**config.mk**
```make
export PLATFORM = sky130hd
export DESIGN_NAME = count_ctrl_flat
export DESIGN_NICKNAME = d
export VERILOG_FILES = /design/src/rtl/count_ctrl_pkg.sv /design/src/rtl/count_ctrl_if.sv /design/src/rtl/count_ctrl_prescaler.sv /design/src/rtl/count_ctrl.sv /design/src/flat_wrapper.sv
export SDC_FILE = /design/constraint.sdc
export NUM_CORES = 1
export LEC_CHECK = 0
export CORE_ASPECT_RATIO = 1.25
export CORE_UTILIZATION = 46
export DETAILED_ROUTE_END_ITERATION = 6
export PLACE_DENSITY = 0.66
export SLEW_MARGIN = 5
export SYNTH_ARGS = -nofsm -noshare
export SYNTH_HDL_FRONTEND = slang
export SYNTH_SLANG_ARGS = --single-unit
```
**constraint.sdc**
```tcl
create_clock -name clk -period 2.5 [get_ports clk]
set_input_delay 0.375 -clock clk [delete_from_list [all_inputs] [get_ports clk]]
set_output_delay 0.375 -clock clk [all_outputs]
set_load 0.01 [all_outputs]
```
**src/rtl/count_ctrl_pkg.sv**
```systemverilog
// Shared encodings and helpers for the LED counter run-control sequencer.
// Opcodes, FSM states and the 4-bit count arithmetic used by count_ctrl.
package count_ctrl_pkg;

    localparam int LED_W = 4;
    localparam int OP_W  = 3;

    localparam logic [OP_W-1:0] OP_NOP   = 3'd0;
    localparam logic [OP_W-1:0] OP_START = 3'd1;
    localparam logic [OP_W-1:0] OP_STOP  = 3'd2;
    localparam logic [OP_W-1:0] OP_STEP  = 3'd3;
    localparam logic [OP_W-1:0] OP_LOAD  = 3'd4;
    localparam logic [OP_W-1:0] OP_RATE  = 3'd5;
    localparam logic [OP_W-1:0] OP_DIR   = 3'd6;
    localparam logic [OP_W-1:0] OP_RSVD  = 3'd7;

    typedef enum logic [1:0] {
        ST_IDLE = 2'd0,
        ST_RUN  = 2'd1,
        ST_STEP = 2'd2
    } state_e;

    function automatic logic [LED_W-1:0] led_next(input logic [LED_W-1:0] v, input logic down);
        if (down) begin
            return v - LED_W'(1);
        end else begin
            return v + LED_W'(1);
        end
    endfunction

    // True when the next increment in the given direction rolls over.
    function automatic logic led_wraps(input logic [LED_W-1:0] v, input logic down);
        if (down) begin
            return (v == {LED_W{1'b0}});
        end else begin
            return (v == {LED_W{1'b1}});
        end
    endfunction

endpackage

```
**src/rtl/count_ctrl_if.sv**
```systemverilog
// Single-beat valid/ready command port into count_ctrl.
// The host drives through the master modport; the sequencer accepts through slave.
interface count_ctrl_if;
    import count_ctrl_pkg::*;

    logic             cmd_valid;
    logic             cmd_ready;
    logic [OP_W-1:0]  cmd_op;
    logic [LED_W-1:0] cmd_data;

    modport master (output cmd_valid, output cmd_op, output cmd_data, input cmd_ready);
    modport slave  (input cmd_valid, input cmd_op, input cmd_data, output cmd_ready);

endinterface

```
**src/rtl/count_ctrl_prescaler.sv**
```systemverilog
// Free-running prescaler for count_ctrl: counts while enabled, wraps at a rate-scaled
// terminal and flags the terminal cycle combinationally so the owner can veto it.
module count_prescaler #(
    parameter int PRESCALE_W = 25,
    parameter int RATE_W     = 5
) (
    input  logic              clk,
    input  logic              rst,
    input  logic              clr_i,
    input  logic              en_i,
    input  logic [RATE_W-1:0] rate_i,
    output logic              term_o
);

    logic [PRESCALE_W-1:0] cnt_q;
    logic [PRESCALE_W-1:0] cnt_d;
    logic [PRESCALE_W-1:0] term_s;

    assign term_s = {PRESCALE_W{1'b1}} >> rate_i;
    assign term_o = en_i && (cnt_q == term_s);

    // Next prescaler value: clear has priority, then wrap at terminal, then count.
    always_comb begin
        cnt_d = cnt_q;
        if (clr_i) begin
            cnt_d = {PRESCALE_W{1'b0}};
        end else if (term_o) begin
            cnt_d = {PRESCALE_W{1'b0}};
        end else if (en_i) begin
            cnt_d = cnt_q + {{(PRESCALE_W-1){1'b0}}, 1'b1};
        end else begin
            cnt_d = cnt_q;
        end
    end

    // Prescaler register.
    always_ff @(posedge clk or negedge rst) begin
        if (!rst) begin
            cnt_q <= {PRESCALE_W{1'b0}};
        end else begin
            cnt_q <= cnt_d;
        end
    end

endmodule

```
**src/rtl/count_ctrl.sv**
```systemverilog
// Run-control sequencer for the 4-bit LED counter: command decode, IDLE/RUN/STEP FSM,
// count register and registered tick/wrap/error pulses. Down counting via COUNT_CTRL_DOWN_EN.
module count_ctrl
    import count_ctrl_pkg::*;
#(
    parameter int PRESCALE_W = 25,
    parameter int RATE_W     = 5
) (
    input  logic             clk,
    input  logic             rst,
    count_ctrl_if.slave      cmd,
    output logic [LED_W-1:0] count_out,
    output logic             running,
    output logic             tick,
    output logic             wrap,
    output logic             cmd_err
);

    state_e            state_q;
    state_e            state_d;
    logic [LED_W-1:0]  count_q;
    logic [LED_W-1:0]  count_d;
    logic [RATE_W-1:0] rate_q;
    logic [RATE_W-1:0] rate_d;
    logic              running_q;
    logic              tick_q;
    logic              wrap_q;
    logic              err_q;

    logic              accept_s;
    logic              term_s;
    logic              clr_s;
    logic              kill_s;
    logic              load_s;
    logic              err_s;
    logic              step_inc_s;
    logic              inc_s;
    logic              wrap_s;
    logic              dir_s;

    assign cmd.cmd_ready = (state_q != ST_STEP);
    assign accept_s      = cmd.cmd_valid && cmd.cmd_ready;

    count_prescaler #(
        .PRESCALE_W (PRESCALE_W),
        .RATE_W     (RATE_W)
    ) u_prescaler (
        .clk    (clk),
        .rst    (rst),
        .clr_i  (clr_s),
        .en_i   (state_q == ST_RUN),
        .rate_i (rate_q),
        .term_o (term_s)
    );

`ifdef COUNT_CTRL_DOWN_EN
    logic dir_q;
    logic dir_wr_s;

    // Direction register, applied from the increment after the DIR command.
    always_ff @(posedge clk or negedge rst) begin
        if (!rst) begin
            dir_q <= 1'b0;
        end else if (dir_wr_s) begin
            dir_q <= cmd.cmd_data[0];
        end else begin
            dir_q <= dir_q;
        end
    end

    assign dir_s = dir_q;
`else
    assign dir_s = 1'b0;
`endif

    // Command decode and FSM; an accepted STOP/LOAD/RATE vetoes a coincident tick.
    always_comb begin
        state_d    = state_q;
        rate_d     = rate_q;
        clr_s      = 1'b0;
        kill_s     = 1'b0;
        load_s     = 1'b0;
        err_s      = 1'b0;
        step_inc_s = 1'b0;
`ifdef COUNT_CTRL_DOWN_EN
        dir_wr_s   = 1'b0;
`endif
        case (state_q)
            ST_IDLE, ST_RUN: begin
                if (accept_s) begin
                    case (cmd.cmd_op)
                        OP_NOP: begin
                            state_d = state_q;
                        end
                        OP_START: begin
                            if (state_q == ST_IDLE) begin
                                state_d = ST_RUN;
                                clr_s   = 1'b1;
                            end else begin
                                state_d = state_q;
                            end
                        end
                        OP_STOP: begin
                            if (state_q == ST_RUN) begin
                                state_d = ST_IDLE;
                                clr_s   = 1'b1;
                                kill_s  = 1'b1;
                            end else begin
                                state_d = state_q;
                            end
                        end
                        OP_STEP: begin
                            if (state_q == ST_IDLE) begin
                                state_d = ST_STEP;
                            end else begin
                                err_s = 1'b1;
                            end
                        end
                        OP_LOAD: begin
                            load_s = 1'b1;
                            clr_s  = 1'b1;
                            kill_s = 1'b1;
                        end
                        OP_RATE: begin
                            if (int'(cmd.cmd_data) > PRESCALE_W - 1) begin
                                rate_d = RATE_W'(PRESCALE_W - 1);
                            end else begin
                                rate_d = RATE_W'(cmd.cmd_data);
                            end
                            clr_s  = 1'b1;
                            kill_s = 1'b1;
                        end
                        OP_DIR: begin
`ifdef COUNT_CTRL_DOWN_EN
                            dir_wr_s = 1'b1;
`else
                            err_s = 1'b1;
`endif
                        end
                        default: begin
                            err_s = 1'b1;
                        end
                    endcase
                end else begin
                    state_d = state_q;
                end
            end
            ST_STEP: begin
                step_inc_s = 1'b1;
                state_d    = ST_IDLE;
            end
            default: begin
                state_d = ST_IDLE;
            end
        endcase

        inc_s  = step_inc_s || (term_s && !kill_s);
        wrap_s = inc_s && led_wraps(count_q, dir_s);
        if (load_s) begin
            count_d = cmd.cmd_data;
        end else if (inc_s) begin
            count_d = led_next(count_q, dir_s);
        end else begin
            count_d = count_q;
        end
    end

    // State, count, rate and the single-cycle pulse registers.
    always_ff @(posedge clk or negedge rst) begin
        if (!rst) begin
            state_q   <= ST_IDLE;
            count_q   <= {LED_W{1'b0}};
            rate_q    <= {RATE_W{1'b0}};
            running_q <= 1'b0;
            tick_q    <= 1'b0;
            wrap_q    <= 1'b0;
            err_q     <= 1'b0;
        end else begin
            state_q   <= state_d;
            count_q   <= count_d;
            rate_q    <= rate_d;
            running_q <= (state_d == ST_RUN);
            tick_q    <= term_s && !kill_s;
            wrap_q    <= wrap_s;
            err_q     <= err_s;
        end
    end

    assign count_out = count_q;
    assign running   = running_q;
    assign tick      = tick_q;
    assign wrap      = wrap_q;
    assign cmd_err   = err_q;

endmodule

```
**src/flat_wrapper.sv**
```systemverilog
// flat-port wrapper written by rule: the top's interface ports become plain ports
module count_ctrl_flat import count_ctrl_pkg::*;
#(
    parameter int PRESCALE_W = 25,
    parameter int RATE_W     = 5
)
  (clk, rst, count_out, running, tick, wrap, cmd_err, cmd_cmd_valid, cmd_cmd_op, cmd_cmd_data, cmd_cmd_ready);
  count_ctrl_if cmd_i ();
  input  logic clk;
  input  logic rst;
  output logic [LED_W-1:0] count_out;
  output logic running;
  output logic tick;
  output logic wrap;
  output logic cmd_err;
  input wire logic [$bits(cmd_i.cmd_valid)-1:0] cmd_cmd_valid;
  input wire logic [$bits(cmd_i.cmd_op)-1:0] cmd_cmd_op;
  input wire logic [$bits(cmd_i.cmd_data)-1:0] cmd_cmd_data;
  output wire logic [$bits(cmd_i.cmd_ready)-1:0] cmd_cmd_ready;
  assign cmd_i.cmd_valid = cmd_cmd_valid;
  assign cmd_i.cmd_op = cmd_cmd_op;
  assign cmd_i.cmd_data = cmd_cmd_data;
  assign cmd_cmd_ready = cmd_i.cmd_ready;
  count_ctrl #(.PRESCALE_W(PRESCALE_W), .RATE_W(RATE_W)) u_core (.clk(clk), .rst(rst), .cmd(cmd_i), .count_out(count_out), .running(running), .tick(tick), .wrap(wrap), .cmd_err(cmd_err));
endmodule
```
# Word level (Yosys, flattened, before mapping)
# Index checks and enable logic that the tools add are counted.
[classes]
order_cmp = 0
mux = 27
div = 0
reduce_logical = 14
mul = 0
addsub = 2
n_eq_ne = 11
shift = 1
bitwise = 0
[ops]
columns = ["cell", "count"]
rows = [
  ["25-bit two-way mux", 3],
  ["25-bit by 1-bit adder with 25-bit output (second input constant)", 1],
  ["25-bit equality test", 1],
  ["25-bit by 4-bit >> shifter with 25-bit output (first input constant)", 1],
  ["1-bit two-way mux", 13],
  ["2-bit two-way mux", 5],
  ["4-bit two-way mux", 2],
  ["3-bit by 2-bit equality test with 1-bit output (second input constant)", 2],
  ["3-bit equality test (second input constant)", 2],
  ["2-bit one-hot mux with 3 select lines", 1],
  ["5-bit OR reduction", 1],
  ["4-bit by 1-bit adder with 4-bit output (second input constant)", 1],
  ["2-bit by 1-bit equality test with 1-bit output (second input constant)", 2],
  ["4-bit equality test (second input constant)", 1],
  ["1-bit logical AND", 4],
  ["1-bit one-hot mux with 2 select lines", 2],
  ["2-bit OR reduction", 2],
  ["3-bit by 1-bit equality test with 1-bit output (second input constant)", 1],
  ["3-bit zero test", 1],
  ["1-bit one-hot mux with 3 select lines", 1],
  ["3-bit AND reduction", 1],
  ["3-bit nonzero test", 1],
  ["2-bit equality test (second input constant)", 1],
  ["2-bit zero test", 1],
  ["4 further kinds", 4],
]
[totals]
regBits = 39
out_inout_bits = 9
in_bits = 10
latch_bits = 0
word_cells = 63
n_memories = 0
mem_bits_ro = 0
ramBits = 0

# Logic depth before layout (Yosys ltp)
[depth]
ltp_word = 10
mapped_depth = 10
mapped_depth_nobuf = 8

# By module
# From an unflattened synthesis, not the netlist that was laid out.
[unflattened]
cells_unflattened = 350
hier_area_um2 = 2982.9
[by_module_without_submodules]
columns = ["module", "n_inst", "seq_area_each_um2", "cells_each", "area_per_inst_um2"]
rows = [
  ["count_prescaler", 1, 625.6, 276, 2238.4],
  ["count_ctrl", 1, 350.3, 74, 744.5],
]

# Worst setup path after synthesis
# OpenSTA, ideal clock, no wires.
[synth_path]
kind = "reg2reg"
start = "register u_core.rate_q[2]"
end = "register u_core.count_q[2], in the netlist u_core.count_out[2]"
slack_ps = 298
required_ps = 2376
n_path_buf = 2
synth_period_minus_slack_ps = 2202
t_arrival_ps = 2078
setup_ps = 124
path_stages_with_launch = 10
path_cell_list = "dfrtp_1 -> buf_6 -> buf_8 -> a211oi_2 -> a22oi_1 -> nor4_2 -> o211ai_2 -> o31ai_4 -> a21oi_1 -> o31a_1"
[synth_between]
elab_chain_len = 6
[synth_rtl]
columns = ["item", "line", "rtl"]
rows = [
  ["start: declaration", "count_ctrl.sv:23", "logic [RATE_W-1:0] rate_q;"],
  ["start signal: assignment", "count_ctrl.sv:173", "rate_q <= {RATE_W{1'b0}};"],
  ["start signal: assignment", "count_ctrl.sv:181", "rate_q <= rate_d;"],
  ["25-bit by 4-bit >> shifter with 25-bit output", "count_ctrl_prescaler.sv:19", "assign term_s = {PRESCALE_W{1'b1}} >> rate_i;"],
  ["25-bit equality test", "count_ctrl_prescaler.sv:20", "assign term_o = en_i && (cnt_q == term_s);"],
  ["1-bit logical AND", "count_ctrl_prescaler.sv:20", ""],
  ["1-bit logical AND", "count_ctrl.sv:157", "inc_s = step_inc_s || (term_s && !kill_s);"],
  ["1-bit logical OR", "count_ctrl.sv:157", ""],
  ["2-bit nonzero test (no line)", "--", ""],
  ["end signal: assignment", "count_ctrl.sv:172", "count_q <= {LED_W{1'b0}};"],
  ["end signal: assignment", "count_ctrl.sv:180", "count_q <= count_d;"],
  ["end: declaration", "count_ctrl.sv:21", "logic [LED_W-1:0] count_q;"],
]
# No other way between the ends.
# A chain may end at the register's enable or synchronous reset.

# Final worst setup path
[layout_path]
start = "register u_core.rate_q[2]"
end = "register u_core.count_q[3], in the netlist u_core.count_out[3]"
# The elaborated chain is that of the path after synthesis.

==> run metrics <==
outcome finished, final reports clean; routability cong. 0.822; Syn-to-layout area delta 20.2%; CP max-delay cell dfrtp_1; RSZ-0062 raised after global routing false; slew margin rel. 41.0%; Num CTS Buffers 5; Avg Inst Size Synth 9.43 µm²; critical path cell sequence buf_12, a211oi_2, a22oi_1, nor4_4, o211ai_4, o31ai_4, a21oi_1, o31a_1; commonest cells after routing, fill and taps aside dfrtp_1 (36), nor2_1 (27), buf_4 (18); DR DRC count 0; hold buffers post-CTS 0; Tmin final 2.37 ns; Antenna Violating Nets Remaining 0; Starting Density 48.7%; drt first pass iters 4; initial antenna violation count 0; worst slack, placed -0.0342 ns; fraction of registers with async set/reset 100%; post-synthesis simple-gate area fraction 25.3%; setup violators final 0; fraction of the mapped netlist area in adder cells 1.07%; post-synthesis mux area share 2.84%; layout cells sized above 1 16.1%; Vias 1920; largest stage delay on the critical path 0.40 ns; routed len/inst 14.8 µm; Reg2Reg Depth 8; Via density 5.65; Syn Inst Count 248; Post-synth EDFFs 0; largest family of logic cells by synthesized area simple AND/OR/NAND/NOR gates; H-tree levels 2; height of the die 81.7 µm; sequential area share after synthesis 41.7%; reg2reg end u_core.count_out[3]$_DFFE_PN0P_; maximum clock frequency 422 MHz; drt total wl 5020 µm; CP Data Required Time 2.69 ns; final worst slack 0.132 ns; vias in the first global route 1847; Root Driver clkbuf_8; worst reg-to-reg setup slack 0.13 ns; Synth Area in XOR/XNOR 8.99%; RR Startpoint u_core.rate_q[2]$_DFFE_PN0P_; total negative slack 0 ns; Final Core Density 58.6%; clock-pin slew on the worst setup and hold paths 0.08 ns; placed cell count 332; CP Max Fanout 22; port buffer count 18; hold crit path type in -> async; largest net degree at the start of global routing 40; die width 65.8 µm; worst slew pin tran 0.884 ns; Max-Cap Viols 0; Unique masters post-synth 57; Std-Cell Rows 28; grt total ovfl 0; syn_nets 260; core area 4800 µm²; Slew Viols, Final 0; first-pass GRT wire length 8440 µm; Main synth FF type dfrtp_1; fill count 409; CTS tree done; clk buf depth 2; worst skew pair latency 0.29 ns; Clock Sinks 39; Synth Register Bits 39; compound-gate portion of the synthesized area 15.6%; Final HPWL DP 3610 µm; post-route insts no fill 340; Synth Warn # 0; top-level I/O count 19; Max VDD drop 0.352 mV; mapped cell area 2340 µm²; skew final 0.00782 ns; pwr dens 597 nW/µm²; leakage power 1.21 nW; startpoint types flip-flop; CP Class reg -> reg; Initial DRC Count 144; most common cell after layout, fill and taps aside dfrtp_1; final hold violation count 0; CP Data Arrival Time 2.55 ns; Final nets 291; Total GRT Usage 20.8%; Critical Path End Type flip-flop; Final Cycle Share 94.7%; diode count 0; DIE AREA 5370 µm²
-- kinds of logic (layout without fill, tap and decap cells) --
| family | after synthesis | in the layout |
|---|---|---|
| adder cells (fa/ha/maj) | 2 | 2 |
| buffers and inverters | 20 | 52 |
| multiplexers | 6 | 6 |
| AO/OA/AOI/OAI | 50 | 50 |
| AND/OR/NAND/NOR | 107 | 107 |
| flip-flops | 39 | 39 |
| XOR/XNOR | 24 | 24 |
-- worst max-delay path, delay by kind of cell (launching register included) --
kind                   cells  cell delay [ns]
AOI/OAI and AO/OA          6             1.30
buffers and inverters      1             0.16
DFF                        1             0.40
and+or+nand+nor            1             0.37
-- worst max-delay path by stage --
stage                                             from                               to  slack (ns)  cells past startpoint
final                     u_core.rate_q[2]$_DFFE_PN0P_  u_core.count_out[3]$_DFFE_PN0P_        0.13                      8
after detailed placement  u_core.rate_q[3]$_DFFE_PN0P_  u_core.count_out[2]$_DFFE_PN0P_       -0.03                      7
after global placement    u_core.rate_q[3]$_DFFE_PN0P_  u_core.count_out[2]$_DFFE_PN0P_        0.07                      7
after floorplan           u_core.rate_q[2]$_DFFE_PN0P_  u_core.count_out[2]$_DFFE_PN0P_        0.30                      9
after CTS                 u_core.rate_q[1]$_DFFE_PN0P_  u_core.count_out[3]$_DFFE_PN0P_        0.07                      7
after global routing      u_core.rate_q[2]$_DFFE_PN0P_  u_core.count_out[3]$_DFFE_PN0P_       0.005                      9
-- through the flow --
stage	hold WS (ns)	total power [mW]	cell area, µm²
final	0.203	1.68	2810
after CTS	0.230	1.67	2770
after global placement	0.518	1.19	2670
after detailed placement	0.520	1.20	2670
after floorplan	0.0794	1.06	2340
after global routing	0.261	1.78	2810
-- Yosys cell counts (all sizes together), types with 2 or more instances --
cell	n	area, µm²
o31a	3	26.3
a31oi	3	18.8
nor4	2	18.8
o211ai	4	35.0
nand3	11	60.1
xnor2	11	96.3
and4	3	26.3
a22o	5	43.8
nor2	27	101
nand2	15	56.3
nand2b	5	31.3
o21ai	7	35.0
and2	3	18.8
xor2	13	114
a21o	2	15.0
o22ai	2	18.8
nor4b	2	17.5
ha	2	25.0
buf	9	63.8
a21oi	14	70.1
nor3	8	45.0
nand4	7	43.8
o31ai	2	28.8
or3	2	12.5
and3	11	68.8
clkbuf	4	15.0
mux2	5	56.3
dfrtp	39	976
inv	7	26.3
nor2b	3	18.8
-- timing repair --
action / CTS / global route
gates resized for setup: 1 / 8
pin swaps: 0 / 3
setup buffers: 0 / 0
endpoints found under the setup margin: 3 / 11
-- metal layers --
layer | wire length [µm] | share of wire, % | GRT usage (%)
met5 | 0 | 0 | 0
met4 | 92 | 1.8 | 9.13
met3 | 105 | 2.1 | 3.89
met2 | 2600 | 52 | 35.5
met1 | 2220 | 44 | 25.2
-- flip-flops by register name, summed over array words and instances, names as in the netlist --
name and flops:
u_core.cmd_err 1, u_core.count_out 4, u_core.rate_q 4, u_core.running 1, u_core.state_q 2, u_core.tick 1
u_core.u_prescaler.cnt_q 25, u_core.wrap 1
-- power breakdown --
group          leakage, nW  switching [mW]  internal, mW
Sequential           0.509          0.0955         0.697
Combinational        0.648           0.200         0.217
Clock               0.0515           0.217         0.252
Total                 1.21           0.513          1.17
-- final cells by class --
type | instances | area, µm² | share of cell area (%)
Clock buffer | 8 | 100 | 3.56
Inverter | 7 | 26.3 | 0.935
Multi-Input combinational cell | 189 | 1300 | 46.2
Sequential cell | 39 | 980 | 34.8
Tap cell | 60 | 75.1 | 2.67
Timing Repair Buffer | 37 | 330 | 11.7
Note: power is estimated with default switching activity, not from simulation.
